**src/rtl/universal_shift_register_pkg.sv**
```systemverilog
// Shared types and default sizing for the universal shift register.
package usr_pkg;

    localparam int USR_WIDTH = 8;
    localparam int USR_CNT_W = 4;

    typedef enum logic [1:0] {
        LOGICAL = 2'b00,
        ROTATE  = 2'b01,
        ARITH   = 2'b10
    } mode_e;

    typedef enum logic [0:0] {
        IDLE  = 1'b0,
        BURST = 1'b1
    } state_e;

endpackage

```
**src/rtl/universal_shift_register_if.sv**
```systemverilog
// Control/data bundle between a driver and the universal shift register.
interface usr_if #(
    parameter int WIDTH = 8,
    parameter int CNT_W = 4
);
    logic [WIDTH-1:0] d;
    logic             l;
    logic             sh;
    logic             shl;
    logic             si;
    logic [1:0]       mode;
    logic             start;
    logic [CNT_W-1:0] count;
    logic [WIDTH-1:0] q;
    logic             so;
    logic             busy;
    logic             done;

    modport master (
        output d, l, sh, shl, si, mode, start, count,
        input  q, so, busy, done
    );

    modport slave (
        input  d, l, sh, shl, si, mode, start, count,
        output q, so, busy, done
    );
endinterface

```
**src/rtl/universal_shift_register_shift_step.sv**
```systemverilog
// Combinational single-step shifter; mode 2'b11 falls through to logical fill.
module shift_step
    import usr_pkg::*;
#(
    parameter int WIDTH = USR_WIDTH
) (
    input  logic [WIDTH-1:0] i_q,
    input  logic             i_shl,
    input  logic [1:0]       i_mode,
    input  logic             i_si,
    output logic [WIDTH-1:0] o_q_next,
    output logic             o_out_bit
);

    logic w_fill;

    // Select fill bit and form the shifted word for the requested direction
    always_comb begin
        w_fill    = 1'b0;
        o_q_next  = i_q;
        o_out_bit = 1'b0;
        if (i_shl) begin
            o_out_bit = i_q[WIDTH-1];
            case (i_mode)
                ROTATE:  w_fill = i_q[WIDTH-1];
                ARITH:   w_fill = 1'b0;
                default: w_fill = i_si;
            endcase
            o_q_next = {i_q[WIDTH-2:0], w_fill};
        end else begin
            o_out_bit = i_q[0];
            case (i_mode)
                ROTATE:  w_fill = i_q[0];
                ARITH:   w_fill = i_q[WIDTH-1];
                default: w_fill = i_si;
            endcase
            o_q_next = {w_fill, i_q[WIDTH-1:1]};
        end
    end

endmodule

```
**src/rtl/universal_shift_register.sv**
```systemverilog
// WIDTH-bit load/shift register with single-step shifts and a counted burst engine.
module universal_shift_register
    import usr_pkg::*;
#(
    parameter int WIDTH = USR_WIDTH,
    parameter int CNT_W = USR_CNT_W
) (
    input  logic clock,
    input  logic reset_n,
    usr_if.slave bus
);

    state_e           r_state;
    logic [WIDTH-1:0] r_q;
    logic             r_so;
    logic             r_busy;
    logic             r_done;
    logic [CNT_W-1:0] r_rem;
    logic             r_shl;
    logic [1:0]       r_mode;

    state_e           w_state_nxt;
    logic [WIDTH-1:0] w_q_nxt;
    logic             w_so_nxt;
    logic             w_busy_nxt;
    logic             w_done_nxt;
    logic [CNT_W-1:0] w_rem_nxt;
    logic             w_shl_nxt;
    logic [1:0]       w_mode_nxt;

    logic             w_step_shl;
    logic [1:0]       w_step_mode;
    logic [WIDTH-1:0] w_step_q;
    logic             w_step_out;

    // A burst uses the direction/mode latched at start; single steps use live inputs
    always_comb begin
        if (r_state == BURST) begin
            w_step_shl  = r_shl;
            w_step_mode = r_mode;
        end else begin
            w_step_shl  = bus.shl;
            w_step_mode = bus.mode;
        end
    end

    shift_step #(.WIDTH(WIDTH)) u_step (
        .i_q       (r_q),
        .i_shl     (w_step_shl),
        .i_mode    (w_step_mode),
        .i_si      (bus.si),
        .o_q_next  (w_step_q),
        .o_out_bit (w_step_out)
    );

    // Next-state and next-output logic; done is a pulse so it defaults low
    always_comb begin
        w_state_nxt = r_state;
        w_q_nxt     = r_q;
        w_so_nxt    = r_so;
        w_busy_nxt  = r_busy;
        w_done_nxt  = 1'b0;
        w_rem_nxt   = r_rem;
        w_shl_nxt   = r_shl;
        w_mode_nxt  = r_mode;
        case (r_state)
            IDLE: begin
                if (bus.l) begin
                    w_q_nxt = bus.d;
                end else if (bus.start) begin
                    if (bus.count == {CNT_W{1'b0}}) begin
                        w_done_nxt = 1'b1;
                    end else begin
                        w_rem_nxt   = bus.count;
                        w_shl_nxt   = bus.shl;
                        w_mode_nxt  = bus.mode;
                        w_busy_nxt  = 1'b1;
                        w_state_nxt = BURST;
                    end
                end else if (bus.sh) begin
                    w_q_nxt  = w_step_q;
                    w_so_nxt = w_step_out;
                end else begin
                    w_q_nxt = r_q;
                end
            end
            BURST: begin
                w_q_nxt   = w_step_q;
                w_so_nxt  = w_step_out;
                w_rem_nxt = r_rem - {{(CNT_W-1){1'b0}}, 1'b1};
                if (r_rem == {{(CNT_W-1){1'b0}}, 1'b1}) begin
                    w_busy_nxt  = 1'b0;
                    w_done_nxt  = 1'b1;
                    w_state_nxt = IDLE;
                end else begin
                    w_busy_nxt = 1'b1;
                end
            end
            default: begin
                w_state_nxt = IDLE;
                w_busy_nxt  = 1'b0;
                w_rem_nxt   = {CNT_W{1'b0}};
            end
        endcase
    end

    // State and output registers; reset aborts any burst without a done pulse
    always_ff @(posedge clock or negedge reset_n) begin
        if (!reset_n) begin
            r_state <= IDLE;
            r_q     <= {WIDTH{1'b0}};
            r_so    <= 1'b0;
            r_busy  <= 1'b0;
            r_done  <= 1'b0;
            r_rem   <= {CNT_W{1'b0}};
            r_shl   <= 1'b0;
            r_mode  <= 2'b00;
        end else begin
            r_state <= w_state_nxt;
            r_q     <= w_q_nxt;
            r_so    <= w_so_nxt;
            r_busy  <= w_busy_nxt;
            r_done  <= w_done_nxt;
            r_rem   <= w_rem_nxt;
            r_shl   <= w_shl_nxt;
            r_mode  <= w_mode_nxt;
        end
    end

    assign bus.q    = r_q;
    assign bus.so   = r_so;
    assign bus.busy = r_busy;
    assign bus.done = r_done;

endmodule
```
**src/flat_wrapper.sv**
```systemverilog
// flat-port wrapper written by rule: the top's interface ports become plain ports
module universal_shift_register_flat import usr_pkg::*;
#(
    parameter int WIDTH = USR_WIDTH,
    parameter int CNT_W = USR_CNT_W
)
  (clock, reset_n, bus_d, bus_l, bus_sh, bus_shl, bus_si, bus_mode, bus_start, bus_count, bus_q, bus_so, bus_busy, bus_done);
  usr_if #(.WIDTH(WIDTH), .CNT_W(CNT_W)) bus_i ();
  input  logic clock;
  input  logic reset_n;
  input wire logic [$bits(bus_i.d)-1:0] bus_d;
  input wire logic [$bits(bus_i.l)-1:0] bus_l;
  input wire logic [$bits(bus_i.sh)-1:0] bus_sh;
  input wire logic [$bits(bus_i.shl)-1:0] bus_shl;
  input wire logic [$bits(bus_i.si)-1:0] bus_si;
  input wire logic [$bits(bus_i.mode)-1:0] bus_mode;
  input wire logic [$bits(bus_i.start)-1:0] bus_start;
  input wire logic [$bits(bus_i.count)-1:0] bus_count;
  output wire logic [$bits(bus_i.q)-1:0] bus_q;
  output wire logic [$bits(bus_i.so)-1:0] bus_so;
  output wire logic [$bits(bus_i.busy)-1:0] bus_busy;
  output wire logic [$bits(bus_i.done)-1:0] bus_done;
  assign bus_i.d = bus_d;
  assign bus_i.l = bus_l;
  assign bus_i.sh = bus_sh;
  assign bus_i.shl = bus_shl;
  assign bus_i.si = bus_si;
  assign bus_i.mode = bus_mode;
  assign bus_i.start = bus_start;
  assign bus_i.count = bus_count;
  assign bus_q = bus_i.q;
  assign bus_so = bus_i.so;
  assign bus_busy = bus_i.busy;
  assign bus_done = bus_i.done;
  universal_shift_register #(.WIDTH(WIDTH), .CNT_W(CNT_W)) u_core (.clock(clock), .reset_n(reset_n), .bus(bus_i));
endmodule
```
**config.mk**
```make
export PLATFORM = sky130hd
export DESIGN_NAME = universal_shift_register_flat
export DESIGN_NICKNAME = d
export VERILOG_FILES = /design/src/rtl/universal_shift_register_pkg.sv /design/src/rtl/universal_shift_register_if.sv /design/src/rtl/universal_shift_register_shift_step.sv /design/src/rtl/universal_shift_register.sv /design/src/flat_wrapper.sv
export SDC_FILE = /design/constraint.sdc
export NUM_CORES = 1
export LEC_CHECK = 0
export ABC_AREA = 1
export CORE_ASPECT_RATIO = 1.1
export CORE_MARGIN = 2
export CORE_UTILIZATION = 44
export DETAILED_ROUTE_END_ITERATION = 8
export PLACE_DENSITY_LB_ADDON = 0.08
export SLEW_MARGIN = 10
export SYNTH_ARGS = -nofsm -noshare
export SYNTH_HDL_FRONTEND = slang
export SYNTH_SLANG_ARGS = --single-unit
```
**constraint.sdc**
```tcl
create_clock -name clock -period 1.57 [get_ports clock]
set_input_delay 0.314 -clock clock [delete_from_list [all_inputs] [get_ports clock]]
set_output_delay 0.314 -clock clock [all_outputs]
set_load 0.01 [all_outputs]
```
==> results.py <==
metrics = {
    "status": {
        "status": "complete, no violations",
    },
    "synth": {
        "ys_ff_latch": 19,
        "yosysTopAreaCell": "dfrtp_1",
        "async_flop_share_pct": 100,
        "syn_avg_cell_area_um2": 7.10,
        "synthCells": 177,
        "synth_edf_count": 0,
        "ys_warn_count": 0,
        "syn-num-nets": 202,
        "seq_area_frac_synth_pct": 37.8,
        "ys.flop_type": "dfrtp_1",
        "synth_cell_types": 23,
        "synth_top_cells_by_area": "dfrtp_1 (38%), nand2_1 (19%), nand3_1 (7.2%)",
        "synth_top_area_share_pct": 37.8,
        "netlist_area_um2": 1260,
    },
    "setup_path": {
        "startpoint": "u_core.r_state",
        "required_ns": 1.77,
        "start_kind": "flop",
        "regToRegEndpoint": "u_core.bus.q[0]",
        "r2r-start": "u_core.r_state",
        "end_kind": "flop",
        "setup.worst_path.class": "reg2reg",
        "r2r_slack_ns": 0.01,
        "cp.arrival_ns": 1.76,
        "crit_fanout": 3,
        "worstRegToRegCells": 11,
    },
    "floorplanning": {
        "ioPinCount": 32,
        "initial_core_util_pct": 45.6,
        "die_area_um2": 3300,
        "core-area_um2": 2750,
        "die_h_um": 60.0,
        "die_x_um": 54.9,
        "rows": 20,
    },
    "global_route": {
        "grt_pass1_vias": 1206,
        "overflow": 0,
        "grt_use_total_pct": 19.9,
        "grt_pass1_wl_um": 4820,
        "grt_max_degree": 20,
        "grtUsageMet3_pct": 2.50,
        "busiest_layer": "met2",
        "use_met1_pct": 24.3,
        "grtUsageMet2_pct": 34.7,
        "antenna_found_initial": 0,
    },
    "pwr": {
        "power_uw": 3200,
        "leakage_uw": 0.000928,
        "power_density_nw_per_um2": 1770,
        "peakVddDrop_mv": 0.919,
    },
    "route": {
        "wire_per_inst_um": 11.6,
        "drt_pass1_iterations": 4,
        "vias_per_cell": 4.89,
        "drc": 0,
        "drt_iter0_drc": 25,
        "routed-via-count": 1256,
        "wl_um": 2980,
        "postRouteAntennaNets": 0,
    },
    "sta": {
        "max_freq_mhz": 642,
        "worstMarginPinSlew_ns": 0.281,
        "slew-limit-headroom_pct": 81.1,
        "fin_crit_ns": 1.56,
        "rsz0062_at_grt": "yes",
        "setup-tns-final_ns": 0,
        "final_hold_viol_count": 0,
        "setup_slack_ns": 0.0122,
        "clock-skew-final_ns": 0.0102,
        "post-route-period-util_pct": 99.2,
        "setup_viol": 0,
        "drv_slew": 0,
    },
    "clock_network": {
        "cts_tree": "done",
        "htree_levels": 1,
        "max-clock-path-buffers": 2,
        "clock-sinks": 19,
        "insertion_delay_ns": 0.30,
        "root_buffer": "clkbuf_4",
        "cts_inserted_buffers": 3,
        "path_clk_slew_ns": 0.12,
        "hold_buffers": 0,
    },
    "finish": {
        "final_cell_mix": "nand2_1 (62), clkdlybuf4s50_1 (26), nor2_1 (18), dfrtp_1 (17)",
        "syn_to_final_growth_pct": 43.6,
        "layout.nets": 250,
        "n_antenna_cell": 0,
        "mostFrequentLayoutCell": "nand2_1",
        "drive_gt1_share_pct": 22.3,
    },
    "job": {
        "drv.max_cap_violation_count": 0,
    },
    "place": {
        "post-place-ws_ns": -0.144,
        "place.gp.congestion": 0.776,
        "port_buffers": 31,
        "place_hpwl_um": 2110,
    },
    "min_path": {
        "hold_class": "in2async",
    },
}
metal layers:
| layer | up-vias | share of wire [%] |
|---|---|---|
| li1 | 644 | - |
| met1 | 581 | 44 |
| met2 | 25 | 50 |
| met3 | 6 | 4.5 |
| met4 | 0 | 1.4 |
| met5 | - | 0 |
sequential cells by signal (all words and copies together) (netlist names):
signal,count
u_core.bus.so,1
u_core.bus.done,1
u_core.r_rem,4
u_core.r_mode,2
u_core.bus.q,8
u_core.bus.busy,1
u_core.r_shl,1
u_core.r_state,1
Yosys cell counts, types with 3 or more instances:
cell type and count:
nor2_1 18, nand3_1 18, nand2_1 63, inv_2 3
buf_6 3, o21ai_0 10, dfrtp_1 19, inv_1 17
nor2_2 3, ha_1 4
final cells by class:
cell class	count	area, um2
inverter	21	83.8
fill	247	948
tap	33	41.3
sequential	19	478
multi-input combinational	133	718
timing repair buffer	47	455
clock buffer	3	22.5
clock inverter	1	5.00
how the worst max path moves through the flow:
stage	to	depth (start not counted)
final	u_core.bus.q[0]	11
after global routing	u_core.bus.q[0]	11
after CTS	u_core.bus.q[7]	11
after detailed placement	u_core.bus.q[7]	11
after global placement	u_core.bus.q[0]	10
after floorplan	u_core.bus.q[7]	13
what timing repair did:
action,in CTS,in global routing
buffers inserted,7,1
gates cloned,0,0
setup endpoints to repair,10,7
gates resized for setup,6,11
endpoints found under the hold margin,0,0
pin swaps,1,3
critical path: stages (launching register included):
cell and delay, ns:
dfrtp_2 0.45, inv_6 0.04, or2_4 0.23, o21ai_4 0.06, inv_2 0.06, ha_4 0.22
nand2_2 0.09, nand3_2 0.08, nand2_1 0.06, nand3_1 0.06, nand2_1 0.07, nand2_1 0.04
metrics by stage:
| step | std cells | hold slack (ns) | cell area [um2] | util, % |
|---|---|---|---|---|
| 2_1_floorplan | 177 | 0.0184 | 1280 | - |
| 6_report | 257 | 0.336 | 1800 | 65.5 |
| 3_5_place_dp | 245 | 0.482 | 1660 | 60.5 |
| 5_1_grt | 257 | 0.379 | 1800 | 65.5 |
| 4_1_cts | 256 | 0.336 | 1760 | 64.0 |
| 3_3_place_gp | 245 | 0.464 | 1660 | 60.5 |
cell families (layout without fill, tap and decap cells):
| group | after synthesis | count (layout) | share of synthesized area [%] |
|---|---|---|---|
| buffers and inverters | 25 | 72 | 9.76 |
| AOI/OAI and AO/OA | 14 | 14 | 6.08 |
| DFF | 19 | 19 | 37.8 |
| and+or+nand+nor | 114 | 114 | 41.6 |
| adders and majority gates | 4 | 4 | 3.98 |
| xor gates and xnor gates | 1 | 1 | 0.697 |
power breakdown:
part | switching, uW | internal, uW
registers | 158 | 730
logic | 1070 | 992
clock network | 160 | 94.8
total | 1380 | 1820
No activity file was read; power rests on OpenSTA's default activity.
